`config.mk`:
```
export PLATFORM = sky130hd
export DESIGN_NAME = regfile_arbiter_flat
export DESIGN_NICKNAME = d
export VERILOG_FILES = /design/src/rtl/regfile_arbiter_if.sv /design/src/rtl/regfile_arbiter.sv /design/src/flat_wrapper.sv
export SDC_FILE = /design/constraint.sdc
export NUM_CORES = 1
export LEC_CHECK = 0
export CORE_AREA = 2 2 73 68
export CTS_CLUSTER_DIAMETER = 60
export DETAILED_ROUTE_END_ITERATION = 6
export DIE_AREA = 0 0 75 70
export PLACE_DENSITY = 0.83
export RECOVER_POWER = 100
export SETUP_SLACK_MARGIN = 0.4
export SYNTH_ARGS = -nofsm -noshare
export SYNTH_HDL_FRONTEND = slang
export SYNTH_SLANG_ARGS = --single-unit
```
`constraint.sdc`:
```
create_clock -name clk -period 2.55 [get_ports clk]
set_clock_uncertainty 0.05 [all_clocks]
set_input_delay 0.51 -clock clk [delete_from_list [all_inputs] [get_ports clk]]
set_output_delay 0.51 -clock clk [all_outputs]
set_load 0.02 [all_outputs]
```
`src/rtl/regfile_arbiter_if.sv`:
```
// Request/response, clear-control and register-file bus of regfile_arbiter.
// master = requesters plus register file; slave = the arbiter.
interface regfile_arbiter_if #(
    parameter int DW = 8,
    parameter int AW = 2
);
    logic          req0_valid;
    logic          req0_we;
    logic [AW-1:0] req0_ra;
    logic [AW-1:0] req0_rb;
    logic [AW-1:0] req0_wa;
    logic [DW-1:0] req0_wd;
    logic          req0_ready;

    logic          req1_valid;
    logic          req1_we;
    logic [AW-1:0] req1_ra;
    logic [AW-1:0] req1_rb;
    logic [AW-1:0] req1_wa;
    logic [DW-1:0] req1_wd;
    logic          req1_ready;

    logic          rsp0_valid;
    logic [DW-1:0] rsp0_d1;
    logic [DW-1:0] rsp0_d2;
    logic          rsp1_valid;
    logic [DW-1:0] rsp1_d1;
    logic [DW-1:0] rsp1_d2;

    logic          clear_start;
    logic          clear_busy;

    logic [AW-1:0] rf_reg1;
    logic [AW-1:0] rf_reg2;
    logic [AW-1:0] rf_reg_w;
    logic          rf_do_write;
    logic [DW-1:0] rf_write_data;
    logic [DW-1:0] rf_data1;
    logic [DW-1:0] rf_data2;

    modport master (
        output req0_valid, req0_we, req0_ra, req0_rb,
        output req0_wa, req0_wd,
        output req1_valid, req1_we, req1_ra, req1_rb,
        output req1_wa, req1_wd,
        output clear_start, rf_data1, rf_data2,
        input  req0_ready, req1_ready,
        input  rsp0_valid, rsp0_d1, rsp0_d2,
        input  rsp1_valid, rsp1_d1, rsp1_d2,
        input  clear_busy,
        input  rf_reg1, rf_reg2, rf_reg_w,
        input  rf_do_write, rf_write_data
    );

    modport slave (
        input  req0_valid, req0_we, req0_ra, req0_rb,
        input  req0_wa, req0_wd,
        input  req1_valid, req1_we, req1_ra, req1_rb,
        input  req1_wa, req1_wd,
        input  clear_start, rf_data1, rf_data2,
        output req0_ready, req1_ready,
        output rsp0_valid, rsp0_d1, rsp0_d2,
        output rsp1_valid, rsp1_d1, rsp1_d2,
        output clear_busy,
        output rf_reg1, rf_reg2, rf_reg_w,
        output rf_do_write, rf_write_data
    );
endinterface

```
`src/rtl/regfile_arbiter.sv`:
```
// Two-port arbiter and clear sequencer in front of a 4x8 register file.
// Define REGARB_STARVE_GUARD_EN to add the port-1 starvation guard.
module regfile_arbiter #(
    parameter int DW       = 8,
    parameter int AW       = 2,
    parameter int NREG     = 2**AW,
    parameter int MAX_WAIT = 7
) (
    input logic              clk,
    input logic              reset,
    regfile_arbiter_if.slave bus
);
    typedef enum logic {ARB, CLEAR} state_e;

    state_e        state_q, state_d;
    logic [AW-1:0] cnt_q, cnt_d;
    logic          rv0_q, rv1_q;
    logic [DW-1:0] r0d1_q, r0d2_q;
    logic [DW-1:0] r1d1_q, r1d2_q;

    logic g0, g1, rd0, rd1;
    logic conflict, p1_wins, starve;

    assign conflict = bus.req0_valid && bus.req1_valid
                   && (bus.req0_we == bus.req1_we);
    assign p1_wins  = conflict && starve;

    always_comb begin
        state_d           = state_q;
        cnt_d             = cnt_q;
        g0                = 1'b0;
        g1                = 1'b0;
        bus.rf_reg1       = '0;
        bus.rf_reg2       = '0;
        bus.rf_reg_w      = '0;
        bus.rf_do_write   = 1'b0;
        bus.rf_write_data = '0;
        if (reset) begin
            unique case (state_q)
                ARB: begin
                    if (bus.clear_start) begin
                        state_d = CLEAR;
                        cnt_d   = '0;
                    end else begin
                        g0 = bus.req0_valid && !p1_wins;
                        g1 = bus.req1_valid
                          && (!conflict || p1_wins);
                        if (g0 && bus.req0_we) begin
                            bus.rf_do_write   = 1'b1;
                            bus.rf_reg_w      = bus.req0_wa;
                            bus.rf_write_data = bus.req0_wd;
                        end else if (g1 && bus.req1_we) begin
                            bus.rf_do_write   = 1'b1;
                            bus.rf_reg_w      = bus.req1_wa;
                            bus.rf_write_data = bus.req1_wd;
                        end
                        if (g0 && !bus.req0_we) begin
                            bus.rf_reg1 = bus.req0_ra;
                            bus.rf_reg2 = bus.req0_rb;
                        end else if (g1 && !bus.req1_we) begin
                            bus.rf_reg1 = bus.req1_ra;
                            bus.rf_reg2 = bus.req1_rb;
                        end
                    end
                end
                CLEAR: begin
                    bus.rf_do_write = 1'b1;
                    bus.rf_reg_w    = cnt_q;
                    cnt_d           = cnt_q + 1'b1;
                    if (cnt_q == AW'(NREG - 1)) begin
                        cnt_d   = '0;
                        state_d = ARB;
                    end
                end
            endcase
        end
    end

    assign rd0 = g0 && !bus.req0_we;
    assign rd1 = g1 && !bus.req1_we;

    // Read data is registered at the posedge after the grant; the register
    // file has already settled rf_data on the preceding negedge.
    always_ff @(posedge clk) begin
        if (!reset) begin
            state_q <= ARB;
            cnt_q   <= '0;
            rv0_q   <= 1'b0;
            rv1_q   <= 1'b0;
            r0d1_q  <= '0;
            r0d2_q  <= '0;
            r1d1_q  <= '0;
            r1d2_q  <= '0;
        end else begin
            state_q <= state_d;
            cnt_q   <= cnt_d;
            rv0_q   <= rd0;
            rv1_q   <= rd1;
            if (rd0) begin
                r0d1_q <= bus.rf_data1;
                r0d2_q <= bus.rf_data2;
            end
            if (rd1) begin
                r1d1_q <= bus.rf_data1;
                r1d2_q <= bus.rf_data2;
            end
        end
    end

    assign bus.req0_ready = g0;
    assign bus.req1_ready = g1;
    assign bus.rsp0_valid = rv0_q;
    assign bus.rsp0_d1    = r0d1_q;
    assign bus.rsp0_d2    = r0d2_q;
    assign bus.rsp1_valid = rv1_q;
    assign bus.rsp1_d1    = r1d1_q;
    assign bus.rsp1_d2    = r1d2_q;
    assign bus.clear_busy = (state_q == CLEAR);

`ifdef REGARB_STARVE_GUARD_EN
    localparam int WW = $clog2(MAX_WAIT + 1);

    logic [WW-1:0] wait_q, wait_d;

    assign starve = (wait_q == WW'(MAX_WAIT));

    always_comb begin
        wait_d = wait_q;
        if (!bus.req1_valid || g1)
            wait_d = '0;
        else if (!starve)
            wait_d = wait_q + 1'b1;
    end

    always_ff @(posedge clk) begin
        if (!reset)
            wait_q <= '0;
        else
            wait_q <= wait_d;
    end
`else
    logic unused_max_wait;

    assign unused_max_wait = ^MAX_WAIT;
    assign starve          = 1'b0;
`endif
endmodule

```
`src/flat_wrapper.sv`:
```
// flat-port wrapper written by rule: the top's interface ports become plain ports
module regfile_arbiter_flat 
#(
    parameter int DW       = 8,
    parameter int AW       = 2,
    parameter int NREG     = 2**AW,
    parameter int MAX_WAIT = 7
)
  (clk, reset, bus_req0_valid, bus_req0_we, bus_req0_ra, bus_req0_rb, bus_req0_wa, bus_req0_wd, bus_req1_valid, bus_req1_we, bus_req1_ra, bus_req1_rb, bus_req1_wa, bus_req1_wd, bus_clear_start, bus_rf_data1, bus_rf_data2, bus_req0_ready, bus_req1_ready, bus_rsp0_valid, bus_rsp0_d1, bus_rsp0_d2, bus_rsp1_valid, bus_rsp1_d1, bus_rsp1_d2, bus_clear_busy, bus_rf_reg1, bus_rf_reg2, bus_rf_reg_w, bus_rf_do_write, bus_rf_write_data);
  regfile_arbiter_if #(.DW(DW), .AW(AW)) bus_i ();
  input logic clk;
  input logic reset;
  input wire logic [$bits(bus_i.req0_valid)-1:0] bus_req0_valid;
  input wire logic [$bits(bus_i.req0_we)-1:0] bus_req0_we;
  input wire logic [$bits(bus_i.req0_ra)-1:0] bus_req0_ra;
  input wire logic [$bits(bus_i.req0_rb)-1:0] bus_req0_rb;
  input wire logic [$bits(bus_i.req0_wa)-1:0] bus_req0_wa;
  input wire logic [$bits(bus_i.req0_wd)-1:0] bus_req0_wd;
  input wire logic [$bits(bus_i.req1_valid)-1:0] bus_req1_valid;
  input wire logic [$bits(bus_i.req1_we)-1:0] bus_req1_we;
  input wire logic [$bits(bus_i.req1_ra)-1:0] bus_req1_ra;
  input wire logic [$bits(bus_i.req1_rb)-1:0] bus_req1_rb;
  input wire logic [$bits(bus_i.req1_wa)-1:0] bus_req1_wa;
  input wire logic [$bits(bus_i.req1_wd)-1:0] bus_req1_wd;
  input wire logic [$bits(bus_i.clear_start)-1:0] bus_clear_start;
  input wire logic [$bits(bus_i.rf_data1)-1:0] bus_rf_data1;
  input wire logic [$bits(bus_i.rf_data2)-1:0] bus_rf_data2;
  output wire logic [$bits(bus_i.req0_ready)-1:0] bus_req0_ready;
  output wire logic [$bits(bus_i.req1_ready)-1:0] bus_req1_ready;
  output wire logic [$bits(bus_i.rsp0_valid)-1:0] bus_rsp0_valid;
  output wire logic [$bits(bus_i.rsp0_d1)-1:0] bus_rsp0_d1;
  output wire logic [$bits(bus_i.rsp0_d2)-1:0] bus_rsp0_d2;
  output wire logic [$bits(bus_i.rsp1_valid)-1:0] bus_rsp1_valid;
  output wire logic [$bits(bus_i.rsp1_d1)-1:0] bus_rsp1_d1;
  output wire logic [$bits(bus_i.rsp1_d2)-1:0] bus_rsp1_d2;
  output wire logic [$bits(bus_i.clear_busy)-1:0] bus_clear_busy;
  output wire logic [$bits(bus_i.rf_reg1)-1:0] bus_rf_reg1;
  output wire logic [$bits(bus_i.rf_reg2)-1:0] bus_rf_reg2;
  output wire logic [$bits(bus_i.rf_reg_w)-1:0] bus_rf_reg_w;
  output wire logic [$bits(bus_i.rf_do_write)-1:0] bus_rf_do_write;
  output wire logic [$bits(bus_i.rf_write_data)-1:0] bus_rf_write_data;
  assign bus_i.req0_valid = bus_req0_valid;
  assign bus_i.req0_we = bus_req0_we;
  assign bus_i.req0_ra = bus_req0_ra;
  assign bus_i.req0_rb = bus_req0_rb;
  assign bus_i.req0_wa = bus_req0_wa;
  assign bus_i.req0_wd = bus_req0_wd;
  assign bus_i.req1_valid = bus_req1_valid;
  assign bus_i.req1_we = bus_req1_we;
  assign bus_i.req1_ra = bus_req1_ra;
  assign bus_i.req1_rb = bus_req1_rb;
  assign bus_i.req1_wa = bus_req1_wa;
  assign bus_i.req1_wd = bus_req1_wd;
  assign bus_i.clear_start = bus_clear_start;
  assign bus_i.rf_data1 = bus_rf_data1;
  assign bus_i.rf_data2 = bus_rf_data2;
  assign bus_req0_ready = bus_i.req0_ready;
  assign bus_req1_ready = bus_i.req1_ready;
  assign bus_rsp0_valid = bus_i.rsp0_valid;
  assign bus_rsp0_d1 = bus_i.rsp0_d1;
  assign bus_rsp0_d2 = bus_i.rsp0_d2;
  assign bus_rsp1_valid = bus_i.rsp1_valid;
  assign bus_rsp1_d1 = bus_i.rsp1_d1;
  assign bus_rsp1_d2 = bus_i.rsp1_d2;
  assign bus_clear_busy = bus_i.clear_busy;
  assign bus_rf_reg1 = bus_i.rf_reg1;
  assign bus_rf_reg2 = bus_i.rf_reg2;
  assign bus_rf_reg_w = bus_i.rf_reg_w;
  assign bus_rf_do_write = bus_i.rf_do_write;
  assign bus_rf_write_data = bus_i.rf_write_data;
  regfile_arbiter #(.DW(DW), .AW(AW), .NREG(NREG), .MAX_WAIT(MAX_WAIT)) u_core (.clk(clk), .reset(reset), .bus(bus_i));
endmodule
```
==> impl_metrics.csv, run 1 <==
group,metric,value,unit
critical_path,path_buf_inv,3,
sta,final.period_utilization,93.16,%
floorplanning,dieArea,5250,um^2
cells_and_area,num-fill-cells,399,
yosys,yosysMostFrequentCell,"nand2_1",
drt,drt.antenna.violating_nets,0,
critical_path,crit_required,1990,ps
sta,rsz0062_at_grt,"true",
cts,cts_tree,"done",
critical_path,max_stage_delay,380,ps
drt,vias_per_cell,4.737,
critical_path,path_class,"flip-flop to output port",
cells_and_area,postLayoutCoreUtil,66.61,%
sta,period_needed,2376,ps
cts,ctsHoldBuffers,0,
yosys,synth_top_area_share,42.08,%
run_status,status,"completed",
place,routabilityCongestion,0.7200,
yosys,synth_async_sr_flop_share,0,%
drt,drt-initial-drc-count,51,
drt,wl_met1,2.365,mm
drt,first_pass_iters,4,
sta,hold_viol,0,
cts,cts_buffer_depth,2,
drt,topRoutingLayerUsed,"met4",
place,io_buffers,102,
yosys,syn_area,1760,um^2
pwr,ir_worst_vdd,331.1,uV
run,maxCapViolCount,0,
sta,hold_ws,407.8,ps
grt,grt.total_usage,20.30,%
cts,clock-sinks,37,
yosys,syn_area_per_cell,8.113,um^2
pwr,combinationalPowerShare,21.8,%
grt,grt_max_degree,21,
cts,clockRootBuffer,"clkbuf_8",
cells_and_area,drive_gt1_share,14.37,%
cts,htreeDepth,2,
drt,vias,1890,
pwr,switchingPower,0.3541,mW
pwr,internal_power,0.9287,mW
sta,fmax,420.9,MHz
yosys,syn_inst,217,
pwr,p_per_area,419.1,nW/um^2
cells_and_area,n_antenna_cell,0,
floorplanning,die_w,75,um
pwr,p_total,1.283,mW
critical_path,critPathTopFamily,"buffers and inverters",
yosys,ys_types,29,
grt,grt_first_pass_wirelength,8.355,mm
cells_and_area,final_nets,385,
place,placed_cell_area,3020,um^2
floorplanning,core_area,4594,um^2
yosys,synth-warning-count,0,
drt,drc,0,
grt,antenna_found_initial,0,
yosys,synth-seq-cells,37,
floorplanning,die-height,70,um
critical_path,critPathCaptureType,"output port",
worst_hold_path,hp-class,"flip-flop to flip-flop",
yosys,synth_area_leaders,"dfxtp_1 42%, nand2_1 11%, mux2i_1 11%, nand3_1 6.3%, a21oi_2 4.0%",
yosys,synth_edf_count,0,
cells_and_area,final_cell_area,3060,um^2
drt,wl_met3,361,um
grt,first_global_vias,1797,
critical_path,crit_slowest_cell,"or3b_4",
cells_and_area,syn_to_final_growth,73.85,%
grt,grt_overflow,0,
sta,setup_viol,0,
yosys,ys.flop_type,"dfxtp_1",
cts,path_clk_slew,70,ps
pwr,pwr-share-seq,47.0,%
pwr,power_leakage,1.391,nW
critical_path,crit_chain,"or3b_4 -> a21o_4 -> buf_6 -> buf_12 -> o21ai_4 -> clkbuf_1",
drt,wirelength,5.390,mm
sta,relSlewSlack,39.03,%
floorplanning,num_io_pins,103,
critical_path,critical_path.max_fanout,5,
cts,clk_latency,280,ps
sta,slew_viol_final,0,
yosys,ys_seq_area_share,42.08,%
place,dp_hpwl,3.854,mm
yosys,synth_top_area_cell,"dfxtp_1",
drt,wire_per_inst,13.51,um
sta,worst_slew_pin_slew,911.1,ps
drt,detailroute.wirelength.met2,2.561,mm
cts,numCtsBuffers,5,
pwr,swShare,27.60,%
floorplanning,rows,24,
critical_path,start_kind,"flip-flop",
floorplanning,initial_core_util,38.32,%
yosys,yosys-top-cells-count,"53 x nand2_1, 37 x dfxtp_1, 22 x nand3_1, 19 x mux2i_1, 18 x inv_1",
pwr,clkPwrFrac,31.2,%
critical_path,crit_arrival,1820,ps
yosys,syn-num-nets,269,
## layout make-up
type / count / area (um^2) / area share [%]
repair buffers: 124 / 1130 / 36.92
multi-input cells: 147 / 954.7 / 31.19
flip-flops and latches: 37 / 740.7 / 24.20
well taps: 65 / 81.33 / 2.657
clock buffers: 5 / 68.82 / 2.249
inverters: 18 / 67.56 / 2.208
clock inverters: 3 / 17.52 / 0.5724
## registers in the layout, indices dropped and copies added, names as in the netlist
name / cells
u_core.bus.rsp0_d1: 8
u_core.bus.rsp0_d2: 8
u_core.bus.rsp1_d1: 8
u_core.bus.rsp1_d2: 8
u_core.cnt_q: 2
u_core.bus.clear_busy: 1
u_core.bus.rsp0_valid: 1
u_core.bus.rsp1_valid: 1
## cell usage in the layout (no fill, tap or decap), types with 8 or more instances in the layout
cell,netlist,routed
a21oi_4,0,8
nand2_1,53,52
mux2i_1,19,17
inv_1,18,18
clkdlybuf4s50_1,0,45
buf_4,2,13
nand3_1,22,22
a21oi_1,9,9
dlygate4sd3_1,0,34
dfxtp_1,37,37
o21ai_0,7,16
clkbuf_1,5,19
## worst min-delay path: stages, from the launching register on
cell	delay, ps
dfxtp_1	310
nand2_1	50
o21ai_0	60
## metrics by stage
step / TNS, ps / std cells / setup WS [ps]
floorplan: 0 / 217 / 381.7
CTS: 0 / 399 / 275.8
detailed placement: -6417 / 388 / -453.9
global route: 0 / 399 / 127.7
finish: 0 / 399 / 174.4
global placement: -5791 / 388 / -420.3
## cell families after synthesis
logic type,count (synthesis),share of synthesized area [%]
compound gates,38,13.36
xor+xnor,1,0.4976
fa+ha+maj,1,0.7106
buf+inv,33,9.381
flops,37,42.08
mux,19,10.80
simple gates,88,23.17
## timing repair
action | in CTS | in global routing
resized for setup | 106 | 5
endpoints found under the hold margin | 0 | 0
setup endpoints to repair | 17 | 14
cloned | 1 | 0
buffers inserted | 2 | 0
pin swaps | 3 | 1
## power groups by stage
stage | clock network [mW] | logic (mW) | registers (mW)
after detailed placement | 0 | 0.285 | 0.617
after global placement | 0 | 0.281 | 0.616
final | 0.400 | 0.280 | 0.603
after global routing | 0.439 | 0.300 | 0.605
after CTS | 0.405 | 0.299 | 0.604
after floorplan | 0 | 0.108 | 0.634
## routing by layer
metal | vias up | GRT usage, %
met2 | 67 | 33.63
met3 | 11 | 5.628
met4 | 0 | 5.952
li1 | 942 | -
met1 | 870 | 25.29
met5 | - | 0
## path summary, 6_finish.rpt
path	start	end	slack, ps	cells past startpoint
min	u_core.bus.rsp0_d1[5]	u_core.bus.rsp0_d1[5]	410	2
max reg2reg	u_core.bus.clear_busy	u_core.bus.rsp1_d1[2]	360	6
max	u_core.bus.clear_busy	bus_rf_reg_w[1]	170	6
min reg2reg	u_core.bus.rsp0_d1[5]	u_core.bus.rsp0_d1[5]	410	2
No activity file was read; power rests on OpenSTA's default activity.
==> run 2: changes to the inputs <==
- ABC_AREA: unset -> 1
- CORE_AREA: 2 2 73 68 -> 2 2 75 70
- DIE_AREA: 0 0 75 70 -> 0 0 77 72
==> impl_metrics.csv, run 2 <==
group,metric,value,unit
run_status,status,"completed",
yosys,synth_xor_area_share,0,%
cts,cts_buffer_depth,2,
drt,drt-initial-drc-count,151,
sta,worst_slack,283.7,ps
yosys,syn_inst,280,
place,post-place-ws,-301.3,ps
critical_path,critical_path.max_fanout,17,
cells_and_area,final_cell_area,3067,um^2
worst_hold_path,hp-class,"flip-flop to flip-flop",
sta,worst_slew_pin_slew,873.1,ps
critical_path,path_class,"input pin to output port",
floorplanning,initial_core_util,41.09,%
yosys,ys.flop_type,"dfxtp_1",
critical_path,rrSetupSlack,590,ps
floorplanning,die_w,77,um
pwr,swShare,25.55,%
cells_and_area,final_cell_mix,"84 x nand2_1, 44 x clkdlybuf4s50_1, 41 x nor2_1, 36 x dfxtp_1, 35 x dlygate4sd3_1",
sta,relSlewSlack,41.80,%
yosys,yosys-top-cells-count,"85 x nand2_1, 41 x nor2_1, 37 x dfxtp_1, 28 x nand4_1, 23 x inv_1",
floorplanning,dieArea,5544,um^2
run,maxCapViolCount,0,
pwr,internal_power,1.049,mW
cells_and_area,num-fill-cells,431,
place,io_buffers,102,
grt,antenna_found_initial,0,
critical_path,rr_worst_depth,6,
yosys,ys_seq_area_share,38.00,%
yosys,syn_area_per_cell,6.962,um^2
grt,grt_overflow,0,
pwr,combinationalPowerShare,20.1,%
cells_and_area,syn_to_final_growth,57.32,%
cts,numCtsBuffers,5,
floorplanning,die-height,72,um
drt,drt.antenna.violating_nets,0,
yosys,synthAdderAreaFrac,0.6418,%
place,placed_cell_area,3055,um^2
yosys,syn_area,1949,um^2
cts,clock-sinks,37,
yosys,synth-seq-cells,37,
grt,grt_first_pass_wirelength,9.791,mm
critical_path,crit_arrival,1710,ps
cts,htreeDepth,2,
grt,first_global_vias,1976,
critical_path,r2r_start,"u_core.bus.clear_busy",
yosys,synth_edf_count,0,
cells_and_area,final_nets,438,
drt,drc,0,
drt,first_pass_iters,4,
floorplanning,num_io_pins,103,
sta,fmax,441.3,MHz
cts,clockRootBuffer,"clkbuf_8",
cts,clk_latency,280,ps
pwr,power_leakage,1.445,nW
yosys,ys_types,24,
pwr,p_per_area,459.4,nW/um^2
place,dp_hpwl,4.573,mm
yosys,synth_top_family_by_area,"simple AND/OR/NAND/NOR gates",
yosys,synth_top_area_cell,"dfxtp_1",
critical_path,start_kind,"input pin",
yosys,synth_area_leaders,"dfxtp_1 38%, nand2_1 16%, nand4_1 9.0%, nor2_1 7.9%, o21bai_1 6.2%",
pwr,ir_worst_vdd,327.4,uV
critical_path,timing.critical_path.from,"bus_clear_start",
place,place_inst,443,
grt,grt.total_usage,21.99,%
pwr,clkPwrFrac,36.9,%
yosys,yosysMostFrequentCell,"nand2_1",
worst_hold_path,whs_path_depth,2,
sta,final.period_utilization,88.87,%
cts,cts_tree,"done",
critical_path,crit_required,1990,ps
sta,setup_viol,0,
pwr,pwr-share-seq,43.0,%
cells_and_area,drive_gt1_share,9.044,%
sta,tns,0,ps
pwr,switchingPower,0.3599,mW
yosys,synth_async_sr_flop_share,0,%
critical_path,r2r-end,"u_core.bus.rsp0_d2[7]",
critical_path,critPathCaptureType,"output port",
floorplanning,core_area,4745,um^2
yosys,syn-num-nets,332,
cts,ctsHoldBuffers,0,
drt,wire_per_inst,13.44,um
yosys,synth-warning-count,0,
grt,grt_max_degree,50,
cells_and_area,n_antenna_cell,0,
worst_hold_path,min_from,"u_core.bus.rsp0_d2[3]",
drt,wirelength,6.073,mm
sta,rsz0062_at_grt,"true",
yosys,synth-simple-area-share,39.60,%
yosys,synth_top_area_share,38.00,%
drt,vias_per_cell,4.790,
floorplanning,rows,24,
cells_and_area,layoutNonFillerInstCount,452,
sta,hold_viol,0,
yosys,synth.area.mux_share,0,%
sta,period_needed,2266,ps
worst_hold_path,hold_end,"u_core.bus.rsp0_d2[3]",
cells_and_area,layout_commonest_cell,"nand2_1",
place,routabilityCongestion,0.8258,
drt,vias,2165,
sta,slew_viol_final,0,
yosys,synth-compound-area-share,11.42,%
cts,path_clk_slew,70,ps
## run 2: layout make-up
class | instances | area (um^2) | area share, %
clock buffers | 7 | 86.33 | 2.815
clock inverters | 1 | 30.03 | 0.9792
inverters | 24 | 91.34 | 2.978
multi-input cells | 199 | 987.2 | 32.19
flip-flops and latches | 37 | 742.0 | 24.19
well taps | 65 | 81.33 | 2.652
repair buffers | 119 | 1049 | 34.19
## run 2: critical path, stage by stage
cell	delay [ps]
dlygate4sd2_1	240
nor2_1	300
nand2_8	160
nor2_1	120
nand3_1	70
nand2_1	60
clkbuf_1	240
## run 2: how the worst max path moves through the flow
| stage | slack (ps) | endpoint |
|---|---|---|
| final | 280 | bus_rf_reg_w[1] |
| after global routing | 200 | bus_rf_reg_w[1] |
| after CTS | 430 | bus_clear_busy |
| after detailed placement | -300 | bus_rf_reg1[0] |
| after global placement | -210 | bus_rf_reg2[0] |
| after floorplan | 570 | bus_rf_write_data[0] |
## run 2: stage by stage
| step | utilization, % | hold slack, ps | power [mW] |
|---|---|---|---|
| finish | 64.64 | 427.9 | 1.409 |
| global route | 64.64 | 455.9 | 1.461 |
| CTS | 66.17 | 437.5 | 1.427 |
| detailed placement | 64.40 | 422.8 | 0.9188 |
| global placement | 64.40 | 415.3 | 0.9148 |
| floorplan | - | 441.4 | 0.7592 |
## run 2: logic make-up (layout without fill, tap and decap cells)
family                   after synthesis  after routing
AND/OR/NAND/NOR                      164            164
adder cells (fa/ha/maj)                1              1
buffers and inverters                 44            151
AO/OA/AOI/OAI                         34             34
flip-flops                            37             37
## run 2: routing by layer
layer	part of all wire (%)	vias up	wire (um)	global-route usage, %
li1	-	1124	-	-
met1	46	979	2775	29.61
met2	49	56	2982	36.16
met3	3.9	6	237	3.980
met4	1.3	0	78	7.143
met5	0	-	0	0
## run 2: power groups by stage
stage / Sequential [mW] / Combinational [mW] / Clock [mW]
floorplan: 0.636 / 0.123 / 0
global placement: 0.621 / 0.294 / 0
detailed placement: 0.621 / 0.298 / 0
CTS: 0.608 / 0.296 / 0.523
global route: 0.608 / 0.306 / 0.546
finish: 0.606 / 0.283 / 0.520
## run 2: timing repair
| item | in CTS | in global routing |
|---|---|---|
| setup endpoints to repair | 17 | 6 |
| setup buffers | 1 | 0 |
| gates resized for setup | 79 | 4 |
| pin swaps | 3 | 0 |
